==> src/rtl/counter_step_pkg.sv <==
// Shared types and default sizes for the counter step driver.
package counter_step_pkg;

  localparam int WIDTH_DEF = 8;
  localparam int CNT_W_DEF = 8;

  typedef enum logic [1:0] {
    IDLE = 2'd0,
    LOAD = 2'd1,
    STEP = 2'd2,
    DONE = 2'd3
  } state_e;

endpackage

==> src/rtl/step_clip.sv <==
// Remaining-distance and clipped step size for the next up/dn command.
module step_clip #(
  parameter int WIDTH = 8
) (
  input  logic [WIDTH-1:0] shadow_q,
  input  logic [WIDTH-1:0] target,
  input  logic [WIDTH-1:0] step,
  output logic             dir_up,
  output logic             dist_zero,
  output logic [WIDTH-1:0] clipped_b
);

  logic [WIDTH-1:0] w_dist;

  // Distance is taken in the direction of travel, so it never wraps.
  assign dir_up    = (target > shadow_q);
  assign w_dist    = dir_up ? (target - shadow_q) : (shadow_q - target);
  assign dist_zero = (w_dist == '0);
  assign clipped_b = (step < w_dist) ? step : w_dist;

endmodule

==> src/rtl/counter_step_driver.sv <==
// Drives load/up/dn/b of a saturating counter until it reaches a target.
// Optional COUNTER_STEP_DRV_PAUSE_EN adds a pause input that freezes STEP.
module counter_step_driver
  import counter_step_pkg::*;
#(
  parameter int WIDTH = WIDTH_DEF,
  parameter int CNT_W = CNT_W_DEF
) (
  input  logic             clk,
  input  logic             rst,
  input  logic             start,
  input  logic [WIDTH-1:0] start_val,
  input  logic [WIDTH-1:0] target,
  input  logic [WIDTH-1:0] step,
`ifdef COUNTER_STEP_DRV_PAUSE_EN
  input  logic             pause,
`endif
  output logic             ctr_load,
  output logic [WIDTH-1:0] ctr_a,
  output logic [WIDTH-1:0] ctr_b,
  output logic             ctr_up,
  output logic             ctr_dn,
  output logic [WIDTH-1:0] shadow_q,
  output logic             busy,
  output logic             done,
  output logic             err,
  output logic [CNT_W-1:0] n_steps
);

  state_e           r_state;
  state_e           w_next;
  logic [WIDTH-1:0] r_start_val;
  logic [WIDTH-1:0] r_target;
  logic [WIDTH-1:0] r_step;
  logic [WIDTH-1:0] r_shadow;
  logic [CNT_W-1:0] r_n_steps;
  logic             r_abort;

  logic             w_dir_up;
  logic             w_dist_zero;
  logic [WIDTH-1:0] w_clip_b;
  logic             w_hold;
  logic             w_cmd;

  step_clip #(.WIDTH(WIDTH)) u_clip (
    .shadow_q  (r_shadow),
    .target    (r_target),
    .step      (r_step),
    .dir_up    (w_dir_up),
    .dist_zero (w_dist_zero),
    .clipped_b (w_clip_b)
  );

`ifdef COUNTER_STEP_DRV_PAUSE_EN
  logic r_pause;

  // Pause is registered so every output stays a function of state alone.
  always_ff @(posedge clk or posedge rst) begin
    if (rst) r_pause <= 1'b0;
    else     r_pause <= pause;
  end

  assign w_hold = r_pause;
`else
  assign w_hold = 1'b0;
`endif

  assign w_cmd = (r_state == STEP) && !w_hold && !w_dist_zero && (r_step != '0);

  // NOTE: every always_comb target gets a default first, so no path can infer a latch.
  always_comb begin
    w_next = r_state;
    unique case (r_state)
      IDLE: if (start) w_next = LOAD;
      LOAD: w_next = STEP;
      STEP: if (!w_hold && (w_dist_zero || (r_step == '0))) w_next = DONE;
      DONE: w_next = IDLE;
      default: w_next = IDLE;
    endcase
  end

  always_comb begin
    ctr_load = (r_state == LOAD);
    ctr_a    = (r_state == LOAD) ? r_start_val : '0;
    ctr_up   = w_cmd &&  w_dir_up;
    ctr_dn   = w_cmd && !w_dir_up;
    ctr_b    = w_cmd ? w_clip_b : '0;
    shadow_q = r_shadow;
    busy     = (r_state == LOAD) || (r_state == STEP);
    done     = (r_state == DONE);
    err      = (r_state == DONE) && r_abort;
    n_steps  = r_n_steps;
  end

  // NOTE: state uses non-blocking assignments and an async reset, so commands drop the instant rst rises.
  always_ff @(posedge clk or posedge rst) begin
    if (rst) begin
      r_state     <= IDLE;
      r_start_val <= '0;
      r_target    <= '0;
      r_step      <= '0;
      r_shadow    <= '0;
      r_n_steps   <= '0;
      r_abort     <= 1'b0;
    end else begin
      r_state <= w_next;
      unique case (r_state)
        IDLE: begin
          if (start) begin
            r_start_val <= start_val;
            r_target    <= target;
            r_step      <= step;
            r_n_steps   <= '0;
            r_abort     <= 1'b0;
          end
        end
        LOAD: r_shadow <= r_start_val;
        STEP: begin
          if (w_cmd) begin
            r_shadow  <= w_dir_up ? (r_shadow + w_clip_b) : (r_shadow - w_clip_b);
            r_n_steps <= (&r_n_steps) ? r_n_steps : r_n_steps + 1'b1;
          end else if (!w_hold && !w_dist_zero) begin
            r_abort <= 1'b1;
          end
        end
        default: ;
      endcase
    end
  end

endmodule

==> config.mk <==
export PLATFORM = sky130hd
export DESIGN_NAME = counter_step_driver
export DESIGN_NICKNAME = d
export VERILOG_FILES = /design/src/rtl/counter_step_pkg.sv /design/src/rtl/step_clip.sv /design/src/rtl/counter_step_driver.sv
export SDC_FILE = /design/constraint.sdc
export NUM_CORES = 1
export LEC_CHECK = 0
export ABC_CLOCK_PERIOD_IN_PS = 6400
export CORE_UTILIZATION = 54
export CTS_CLUSTER_SIZE = 20
export DETAILED_ROUTE_END_ITERATION = 7
export PLACE_DENSITY_LB_ADDON = 0.25
export SLEW_MARGIN = 40
export SYNTH_ARGS = -nofsm -noshare
export SYNTH_HDL_FRONTEND = slang
export SYNTH_SLANG_ARGS = --single-unit
==> constraint.sdc <==
create_clock -name clk -period 6.4 [get_ports clk]
set_input_delay 1.28 -clock clk [delete_from_list [all_inputs] [get_ports clk]]
set_output_delay 1.28 -clock clk [all_outputs]
set_load 0.005 [all_outputs]
==> impl_results.md, run 1 <==
* Gr usage total at 26.99%
* Final Worst Setup Slack at 0.2393 ns
* Final Instance Area at 4467 um^2
* Core box area at 6350 um^2
* Synth warn at 0
* Setup WS pre-CTS at 0.2157 ns
* DRC at 0
* CTS sink count at 43
* Met3 WL post-DR at 436 um
* Fin crit period at 6.161 ns
* GP Congestion at 0.8265
* Area Overhead vs Synth at 25.48%
* Port Buffers at 64
* Post-synth top area share at 30.23%
* Met2 wire length at 4257 um
* Clk_lat worst skew at 0.32 ns
* Vias at 2989
* Chip width at 83.19 um
* Initial core utilization at 56.06%
* Hold_buf cts at 0
* Most common library cells after synthesis: 43 x dfrtp_1, 35 x inv_1, 32 x ha_1, 32 x nor2_1
* Setup crit start kind: flip-flop
* Syn Inst Count at 382
* Post-synthesis register bit count at 43
* Max-Cap Viols at 0
* Sequential area share after synthesis at 30.23%
* Std-Cell Rows at 29
* CP Capture Type: output pin
* Worst hold path type: reg2reg
* Final max-slew violation count at 0
* DPL Wire Length at 6518 um
* Post-DR wirelength/cell at 16.82 um
* Share of cells above drive strength 1 at 16.00%
* Global-route wire length before repair at 14820 um
* R2r worst-path depth at 28
* CP Class: reg2out
* DR vias/cell at 5.672
* Gr ovfl total at 0
* CTS Buf Count at 5
* Worst-margin pin slew at 0.6354 ns
* Cell Area, Synth at 3560 um^2
* Post-route ant nets at 0
* CTS Buffer Depth at 2
* Top Metal Used: met4
* FF-to-FF setup slack at 0.46 ns
* FF-to-FF End: shadow_q[7]
* Clk root buf: clkbuf_8
* Peak Freq at 162.3 MHz
* Total routed wirelength at 8862 um
* EDFF count, synth at 0
* Nets at 511
* CTS tree: yes
* Boundary pin count at 65
* Worst path arrival time at 4.88 ns
* H-tree depth at 2
* Reg-to-Reg Start: r_target[0]
* Yosys cell types at 53
* Ys flop type: dfrtp_1
* Largest net degree at the start of global routing at 44
* DIE AREA at 6921 um^2
* Clock-pin slew on the worst setup and hold paths at 0.09 ns
* Post-Syn Nets at 444
* Final core occ at 70.34%
* Worst Setup EP: ctr_b[0]
* Placed Area at 4293 um^2
* Number of inserted diodes at 0
* Asr flop ratio synth at 100.0%
* M1 wire length at 3997 um
* Final period util at 96.26%
* Vias in the first global route at 3082
* Most numerous cell in the Yosys netlist: dfrtp_1
* Number of iterations in the first detailed-routing pass at 4
* Setup-failing EPs final at 0
* Synth area leader: dfrtp_1
* Max_slew headroom at 57.49%
* Die Y at 83.19 um
* Initial antenna violation count at 0
* Hold Vio Cnt, Final at 0
* Outcome: complete, no violations
* Req. time, crit path at 5.12 ns
* Iter 0 DRT Violations at 158
* CP max FO at 20
* Setup crit start: r_target[0]
* Setup Skew at 0.01678 ns
* Synth top area cells: dfrtp_1 30%, ha_1 11%, mux2_2 8.2%
* Syn avg cell area at 9.318 um^2
-- metrics by stage --
step | TNS [ns] | hold slack, ns | cells
4_1_cts | 0 | 0.5059 | 526
3_5_place_dp | 0 | 0.4854 | 518
5_1_grt | -0.001190 | 0.5111 | 527
3_3_place_gp | 0 | 0.4802 | 518
6_report | 0 | 0.5050 | 527
2_1_floorplan | 0 | 0.4651 | 382
-- routing by layer --
layer	global-route usage, %	vias to the layer above
li1	-	1463
met1	36.74	1428
met2	43.74	80
met3	2.982	18
met4	11.44	0
met5	0	-
-- critical path, stage by stage (launching register included) --
cell	delay, ns
dfrtp_1	0.41
inv_1	0.06
ha_1	0.13
inv_1	0.06
fa_1	0.43
nand3_1	0.14
a21oi_2	0.09
o21a_1	0.24
a211oi_4	0.34
o21ai_2	0.16
xnor2_2	0.19
inv_1	0.06
ha_1	0.29
a21o_1	0.19
a21o_1	0.19
a221oi_2	0.33
o21ai_2	0.15
buf_4	0.23
a21oi_1	0.22
nor2b_1	0.15
clkdlybuf4s50_1	0.51
-- area by class of cell --
| type | instances | area, um^2 |
|---|---|---|
| fillers | 486 | 1883 |
| inverters | 35 | 131.4 |
| well taps | 77 | 96.34 |
| clock inverters | 3 | 43.79 |
| repair buffers | 76 | 730.7 |
| multi-input cells | 288 | 2318 |
| flip-flops and latches | 43 | 1077 |
| clock buffers | 5 | 68.82 |
-- what timing repair did --
item,CTS,global route
endpoints found under the setup margin,4,9
gates resized for setup,2,10
pin swaps,0,1
setup buffers,0,1
-- sequential cells by signal, summed over array words and instances (netlist names) --
register,count
n_steps,8
r_abort,1
r_start_val,8
r_state,2
r_step,8
r_target,8
shadow_q,8
-- how the worst min path moves through the flow --
stage,start,to,slack (ns),depth (start not counted)
global placement,r_start_val[7],r_start_val[7],0.48,1
finish,r_start_val[7],r_start_val[7],0.50,1
CTS,r_start_val[7],r_start_val[7],0.51,1
detailed placement,r_start_val[7],r_start_val[7],0.49,1
global route,r_start_val[7],r_start_val[7],0.51,1
floorplan,r_abort,r_abort,0.47,2
-- kinds of logic after synthesis --
| kind of cell | after synthesis | share of synthesized area [%] |
|---|---|---|
| buf+inv | 51 | 6.186 |
| xor+xnor | 30 | 7.592 |
| mux | 42 | 13.25 |
| flops | 43 | 30.23 |
| fa+ha+maj | 36 | 13.22 |
| simple gates | 93 | 13.08 |
| compound gates | 87 | 16.45 |
-- cell usage in the layout (no fill, tap or decap), drive strengths merged, types with 18 or more instances in the layout --
| master | count |
|---|---|
| ha | 32 |
| dfrtp | 43 |
| clkdlybuf4s50 | 64 |
| mux2 | 28 |
| nor2 | 33 |
| o21ai | 19 |
| a21oi | 27 |
| xnor2 | 18 |
| nand2 | 23 |
| inv | 35 |
Power of run 1 is not shown: default switching activity piles up to over one toggle a cycle in this logic, so the estimate is an artifact.
==> run 2: changes to the inputs <==
- CTS_CLUSTER_DIAMETER: not set -> 60
==> results of run 2 <==
Same layout as run 1: the final DEF is identical, and so are final timing and power.
Power of run 2 is left out for the same reason.
